`src/rtl/compare_arbiter_if.sv`:
```
`default_nettype none
// ============================================================================
// compare_arbiter_if : request/value/grant bundle for compare_arbiter
// Revision 1.0 : initial release
// ============================================================================
interface compare_arbiter_if #(
  parameter int W = 8
);
  logic         req_a;
  logic         req_b;
  logic [W-1:0] val_a;
  logic [W-1:0] val_b;
  logic         grant_a;
  logic         grant_b;
  logic [W-1:0] win_val;
  logic         busy;
  logic [3:0]   cmp_cycles;

  modport master (
    output req_a, req_b, val_a, val_b,
    input  grant_a, grant_b, win_val, busy, cmp_cycles
  );

  modport slave (
    input  req_a, req_b, val_a, val_b,
    output grant_a, grant_b, win_val, busy, cmp_cycles
  );
endinterface
`default_nettype wire

```
`src/rtl/compare_arbiter.sv`:
```
`default_nettype none
// ============================================================================
// compare_arbiter : two-requester arbiter, bit-serial MSB-first value compare
// Revision 1.0 : initial release
// ============================================================================
module compare_arbiter #(
  parameter int W = 8
) (
  input  wire logic        clk,
  input  wire logic        rst_n,
  compare_arbiter_if.slave bus
);
  localparam int c_iw = (W > 1) ? $clog2(W) : 1;

  typedef enum logic [1:0] {
    S_IDLE    = 2'd0,
    S_COMPARE = 2'd1,
    S_GRANT   = 2'd2
  } state_t;

  state_t          r_state,      w_state_nx;
  logic [W-1:0]    r_cap_a,      w_cap_a_nx;
  logic [W-1:0]    r_cap_b,      w_cap_b_nx;
  logic [c_iw-1:0] r_idx,        w_idx_nx;
  logic [3:0]      r_cnt,        w_cnt_nx;
  logic [3:0]      r_cmp_cycles, w_cmp_cycles_nx;
  logic            r_grant_a,    w_grant_a_nx;
  logic            r_grant_b,    w_grant_b_nx;
  logic [W-1:0]    r_win_val,    w_win_val_nx;
  logic            r_last_a,     w_last_a_nx;

  logic            w_go_grant;
  logic            w_pick_a;
  logic [W-1:0]    w_pick_val;
  logic [3:0]      w_cnt_inc;
  logic            w_bit_a;
  logic            w_bit_b;

  assign w_cnt_inc = (r_cnt >= 4'(W)) ? 4'(W) : r_cnt + 4'd1;
  assign w_bit_a   = r_cap_a[r_idx];
  assign w_bit_b   = r_cap_b[r_idx];

  always_comb begin
    w_state_nx      = r_state;
    w_cap_a_nx      = r_cap_a;
    w_cap_b_nx      = r_cap_b;
    w_idx_nx        = r_idx;
    w_cnt_nx        = r_cnt;
    w_cmp_cycles_nx = r_cmp_cycles;
    w_grant_a_nx    = r_grant_a;
    w_grant_b_nx    = r_grant_b;
    w_win_val_nx    = r_win_val;
    w_last_a_nx     = r_last_a;
    w_go_grant      = 1'b0;
    w_pick_a        = 1'b0;
    w_pick_val      = '0;

    case (r_state)
      S_IDLE: begin
        if (bus.req_a && bus.req_b) begin
          w_cap_a_nx = bus.val_a;
          w_cap_b_nx = bus.val_b;
          w_idx_nx   = c_iw'(W - 1);
          w_cnt_nx   = 4'd0;
          w_state_nx = S_COMPARE;
        end else if (bus.req_a || bus.req_b) begin
          w_go_grant      = 1'b1;
          w_pick_a        = bus.req_a;
          w_pick_val      = bus.req_a ? bus.val_a : bus.val_b;
          w_cap_a_nx      = bus.req_a ? bus.val_a : r_cap_a;
          w_cap_b_nx      = bus.req_a ? r_cap_b : bus.val_b;
          w_cmp_cycles_nx = 4'd0;
        end
      end

      S_COMPARE: begin
        // Every COMPARE cycle counts, including the one on which an abort is seen.
        w_cnt_nx = w_cnt_inc;
        if (!bus.req_a && !bus.req_b) begin
          w_cmp_cycles_nx = w_cnt_inc;
          w_state_nx      = S_IDLE;
        end else if (!bus.req_a || !bus.req_b) begin
          w_go_grant      = 1'b1;
          w_pick_a        = bus.req_a;
          w_cmp_cycles_nx = w_cnt_inc;
        end else if (w_bit_a != w_bit_b) begin
          w_go_grant      = 1'b1;
          w_pick_a        = w_bit_a;
          w_cmp_cycles_nx = w_cnt_inc;
        end else if (r_idx != '0) begin
          w_idx_nx = r_idx - 1'b1;
        end else begin
          // Full tie: alternate away from whoever won last.
          w_go_grant      = 1'b1;
          w_pick_a        = !r_last_a;
          w_cmp_cycles_nx = w_cnt_inc;
        end
        w_pick_val = w_pick_a ? r_cap_a : r_cap_b;
      end

      S_GRANT: begin
        if ((r_grant_a && !bus.req_a) || (r_grant_b && !bus.req_b)) begin
          w_grant_a_nx = 1'b0;
          w_grant_b_nx = 1'b0;
          w_win_val_nx = '0;
          w_state_nx   = S_IDLE;
        end
      end

      default: begin
        w_grant_a_nx = 1'b0;
        w_grant_b_nx = 1'b0;
        w_win_val_nx = '0;
        w_state_nx   = S_IDLE;
      end
    endcase

    if (w_go_grant) begin
      w_grant_a_nx = w_pick_a;
      w_grant_b_nx = !w_pick_a;
      w_win_val_nx = w_pick_val;
      w_last_a_nx  = w_pick_a;
      w_state_nx   = S_GRANT;
    end
  end

  always_ff @(posedge clk or negedge rst_n) begin
    if (!rst_n) begin
      r_state      <= S_IDLE;
      r_cap_a      <= '0;
      r_cap_b      <= '0;
      r_idx        <= '0;
      r_cnt        <= 4'd0;
      r_cmp_cycles <= 4'd0;
      r_grant_a    <= 1'b0;
      r_grant_b    <= 1'b0;
      r_win_val    <= '0;
      r_last_a     <= 1'b0;
    end else begin
      r_state      <= w_state_nx;
      r_cap_a      <= w_cap_a_nx;
      r_cap_b      <= w_cap_b_nx;
      r_idx        <= w_idx_nx;
      r_cnt        <= w_cnt_nx;
      r_cmp_cycles <= w_cmp_cycles_nx;
      r_grant_a    <= w_grant_a_nx;
      r_grant_b    <= w_grant_b_nx;
      r_win_val    <= w_win_val_nx;
      r_last_a     <= w_last_a_nx;
    end
  end

  assign bus.grant_a    = r_grant_a;
  assign bus.grant_b    = r_grant_b;
  assign bus.win_val    = r_win_val;
  assign bus.busy       = (r_state == S_COMPARE);
  assign bus.cmp_cycles = r_cmp_cycles;
endmodule
`default_nettype wire
```
`src/flat_wrapper.sv`:
```
// flat-port wrapper written by rule: the top's interface ports become plain ports
module compare_arbiter_flat 
#(
  parameter int W = 8
)
  (clk, rst_n, bus_req_a, bus_req_b, bus_val_a, bus_val_b, bus_grant_a, bus_grant_b, bus_win_val, bus_busy, bus_cmp_cycles);
  compare_arbiter_if #(.W(W)) bus_i ();
  input  wire logic clk;
  input  wire logic rst_n;
  input wire logic [$bits(bus_i.req_a)-1:0] bus_req_a;
  input wire logic [$bits(bus_i.req_b)-1:0] bus_req_b;
  input wire logic [$bits(bus_i.val_a)-1:0] bus_val_a;
  input wire logic [$bits(bus_i.val_b)-1:0] bus_val_b;
  output wire logic [$bits(bus_i.grant_a)-1:0] bus_grant_a;
  output wire logic [$bits(bus_i.grant_b)-1:0] bus_grant_b;
  output wire logic [$bits(bus_i.win_val)-1:0] bus_win_val;
  output wire logic [$bits(bus_i.busy)-1:0] bus_busy;
  output wire logic [$bits(bus_i.cmp_cycles)-1:0] bus_cmp_cycles;
  assign bus_i.req_a = bus_req_a;
  assign bus_i.req_b = bus_req_b;
  assign bus_i.val_a = bus_val_a;
  assign bus_i.val_b = bus_val_b;
  assign bus_grant_a = bus_i.grant_a;
  assign bus_grant_b = bus_i.grant_b;
  assign bus_win_val = bus_i.win_val;
  assign bus_busy = bus_i.busy;
  assign bus_cmp_cycles = bus_i.cmp_cycles;
  compare_arbiter #(.W(W)) u_core (.clk(clk), .rst_n(rst_n), .bus(bus_i));
endmodule
```
`config.mk`:
```
export PLATFORM = sky130hd
export DESIGN_NAME = compare_arbiter_flat
export DESIGN_NICKNAME = d
export VERILOG_FILES = /design/src/rtl/compare_arbiter_if.sv /design/src/rtl/compare_arbiter.sv /design/src/flat_wrapper.sv
export SDC_FILE = /design/constraint.sdc
export NUM_CORES = 1
export LEC_CHECK = 0
export BUFFER_PORTS_ARGS = -buffer_cell sky130_fd_sc_hd__buf_2
export CORE_ASPECT_RATIO = 2
export CORE_UTILIZATION = 29
export CTS_CLUSTER_DIAMETER = 50
export DETAILED_ROUTE_END_ITERATION = 7
export PLACE_DENSITY = 0.47
export SYNTH_ARGS = -nofsm -noshare
export SYNTH_HDL_FRONTEND = slang
export SYNTH_SLANG_ARGS = --single-unit
```
`constraint.sdc`:
```
create_clock -name clk -period 2.3 [get_ports clk]
set_input_delay 0.115 -clock clk [delete_from_list [all_inputs] [get_ports clk]]
set_output_delay 0.115 -clock clk [all_outputs]
set_load 0.01 [all_outputs]
```
==> results.sh <==
export IMPL_ys_warn_count=0
export IMPL_async_flop_share_pct=100
export IMPL_worstSetupPathType="reg2reg"
export IMPL_synthesis_area_mm2=0.00238
export IMPL_netlist_instances=219
export IMPL_cap_violations=0
export IMPL_die_x_um=66.1
export IMPL_antenna_diode_count=0
export IMPL_yosysTopAreaCellShare_pct=42.0
export IMPL_wirelength_mm=7.33
export IMPL_worstSetupStartpoint="u_core.r_idx[0]$_DFFE_PN0P_"
export IMPL_timing_critical_path_buf_inv=0
export IMPL_io_pins=35
export IMPL_ys_types=45
export IMPL_cts_clk_slew_worst_paths_ps=60
export IMPL_hold_violations=0
export IMPL_drv_slew=0
export IMPL_worstSetupStartpointType="flop"
export IMPL_wl_per_cell_um=19.3
export IMPL_yosysMostFrequentCell="dfrtp_1"
export IMPL_fin_crit_sh_pct=98.8
export IMPL_relSlewSlack_pct=55.3
export IMPL_htreeDepth=2
export IMPL_p_int_w=0.00254
export IMPL_dieArea_mm2=0.00861
export IMPL_holdCritPathClass="in2reg"
export IMPL_grt_max_degree=22
export IMPL_place_area_mm2=0.00284
export IMPL_reg2reg_from="u_core.r_idx[0]$_DFFE_PN0P_"
export IMPL_crit_path_max_fanout=8
export IMPL_setup_viol=0
export IMPL_required_ps=2480
export IMPL_cp_slowest_cell="mux4_2"
export IMPL_clock_skew_ps=4.80
export IMPL_numCtsBuffers=5
export IMPL_initial_utilization_pct=30.0
export IMPL_num_fill_cells=840
export IMPL_rr_worst_depth=6
export IMPL_antenna_found_initial=0
export IMPL_crit_end="u_core.bus.win_val[4]$_DFFE_PN0P_"
export IMPL_cts_root_buf="clkbuf_16"
export IMPL_nets=310
export IMPL_grt_pass1_vias=2043
export IMPL_drive_gt1_share_pct=38.5
export IMPL_fin_setup_tns_ps=0
export IMPL_cp_slowest_stage_delay_ps=570
export IMPL_dp_hpwl_mm=5.74
export IMPL_synth_avg_cell_area_um2=10.9
export IMPL_cp_arrival_ps=2450
export IMPL_status="finished, final reports clean"
export IMPL_ant_nets=0
export IMPL_switching_share_pct=38.5
export IMPL_synthTopCellsByCount="40 x dfrtp_1, 24 x nand2_1, 16 x mux2_2, 15 x nor2_1, 14 x inv_1"
export IMPL_cts_sinks=40
export IMPL_grt_usage_pct=18.8
export IMPL_cts_buffer_depth=2
export IMPL_synth_edf_count=0
export IMPL_rows=46
export IMPL_crit_chain="mux4_2 -> a21o_1 -> o2bb2ai_4 -> nor2_4 -> a211o_1 -> a32o_1"
export IMPL_setup_slack_ps=28.0
export IMPL_drcViolationCount=0
export IMPL_end_kind="flop"
export IMPL_critPathTopFamily="compound AO/OA/AOI/OAI gates"
export IMPL_place_ws_ps=-155
export IMPL_clk_latency_ps=290
export IMPL_power_share_sequential_pct=29.8
export IMPL_ff2ff_setup_slack_ps=30
export IMPL_fp_dieH_um=130
export IMPL_grt_setup_unrepaired="true"
export IMPL_grt_overflow_total=0
export IMPL_synth_top_area_cell="dfrtp_1"
export IMPL_synthFlopType="dfrtp_1"
export IMPL_synth_nets=247
export IMPL_power_frac_comb_pct=50.8
export IMPL_vias=1949
export IMPL_max_vdd_ir_drop_uv=653
export IMPL_final_util_pct=38.6
export IMPL_p_sw_w=0.00159
export IMPL_max_freq_mhz=440
export IMPL_fin_hold_ws_ps=70.8
export IMPL_vias_per_cell=5.14
export IMPL_drtIter0Drc=68
export IMPL_cts_tree="done"
export IMPL_gp_congestion=0.883
export IMPL_clockPowerShare_pct=19.4
export IMPL_cp_depth=6
export IMPL_core_mm2=0.00794
export IMPL_cellPowerDensity_mw_per_mm2=1350
export IMPL_syn2layout_area_growth_pct=28.6
export IMPL_drt_first_pass_iters=4
export IMPL_synthTopCellsByArea="dfrtp_1 42%, mux2_2 7.6%, ha_1 4.2%, a32o_1 3.8%, nand2_1 3.8%"
export IMPL_port_buffers=34
export IMPL_postLayoutCellArea_mm2=0.00307
export IMPL_min_period_ps=2270
export IMPL_worstMarginPinSlew_ps=663
export IMPL_ys_seq_area_share_pct=42.0
export IMPL_leakagePower_nw=1.49
export IMPL_grt_pass1_wl_mm=11.1
export IMPL_reg2reg_to="u_core.bus.win_val[4]$_DFFE_PN0P_"
export IMPL_synth_seq_cells=40
## through the flow
stage	cells	power (W)
global route	379	0.00439
detailed placement	368	0.00327
finish	379	0.00414
global placement	368	0.00324
floorplan	219	0.00245
CTS	378	0.00413
## cell families after synthesis
| logic type | share of synthesized area [%] |
|---|---|
| AND/OR/NAND/NOR | 11.6 |
| XOR/XNOR | 1.05 |
| adder cells (fa/ha/maj) | 4.20 |
| AO/OA/AOI/OAI | 20.3 |
| buffers and inverters | 3.99 |
| multiplexers | 16.9 |
| flip-flops | 42.0 |
## sequential cells by signal (all words and copies together), names as in the netlist, 2 cells and up
name,count
u_core.r_cap_b,8
u_core.r_idx,3
u_core.r_cnt,4
u_core.bus.win_val,8
u_core.r_cap_a,8
u_core.bus.cmp_cycles,4
u_core.r_state,2
## area by class of cell
type / count / area [um^2] / area share (%)
sequential: 40 / 1000 / 32.7
timing repair buffer: 63 / 390 / 12.7
clock inverter: 3 / 42.5 / 1.39
tap: 96 / 120 / 3.92
inverter: 14 / 52.6 / 1.71
clock buffer: 5 / 125 / 4.08
multi-input combinational: 158 / 1340 / 43.5
## layout by cell type (no fill, tap or decap), drive strengths merged, types with 4 or more instances in the layout
cell type,instances
dfrtp,40
o21ai,9
a21oi,6
nand3,6
inv,14
mux2i,10
o21a,9
a32o,9
clkbuf,5
nand2,24
mux2,16
nor2,15
mux4,4
a211o,8
buf,62
a21o,4
ha,8
## layer usage
layer  part of all wire [%]  routed length (um)  global-route usage, %
met5                      0                   0                      0
met4                    4.1                 301                   11.8
met3                    1.9                 140                   3.06
met2                     60                4420                   37.2
met1                     34                2470                   16.5
## worst register-to-register path, cell delays in order, from the launching register on
cell,delay (ps)
dfrtp_2,440
mux4_2,570
a21o_1,250
o2bb2ai_4,240
nor2_4,100
a211o_1,330
a32o_1,240
## worst min path at each step
stage	startpoint	end	cells past startpoint
3_3_place_gp	rst_n	u_core.r_cap_b[5]$_DFFE_PN0P_	1
4_1_cts	bus_val_b[2]	u_core.r_cap_b[2]$_DFFE_PN0P_	2
3_5_place_dp	rst_n	u_core.r_cap_b[4]$_DFFE_PN0P_	1
6_report	bus_val_b[2]	u_core.r_cap_b[2]$_DFFE_PN0P_	2
5_1_grt	bus_val_a[3]	u_core.r_cap_a[3]$_DFFE_PN0P_	2
2_1_floorplan	rst_n	u_core.bus.cmp_cycles[0]$_DFFE_PN0P_	0
## power by group through the flow
stage	logic [W]	clock network (W)	registers (W)
after floorplan	0.00124	0	0.00120
after global placement	0.00200	0	0.00124
after detailed placement	0.00203	0	0.00124
after CTS	0.00207	0.000830	0.00123
after global routing	0.00226	0.000854	0.00127
final	0.00210	0.000801	0.00123
## what timing repair did
action	CTS	global route
endpoints found under the hold margin	19	0
cloned	0	1
resized for setup	5	8
hold buffers	1	0
pin swaps	1	11
setup endpoints to repair	15	12
buffers inserted	1	1
(Power assumes the default switching activity.)
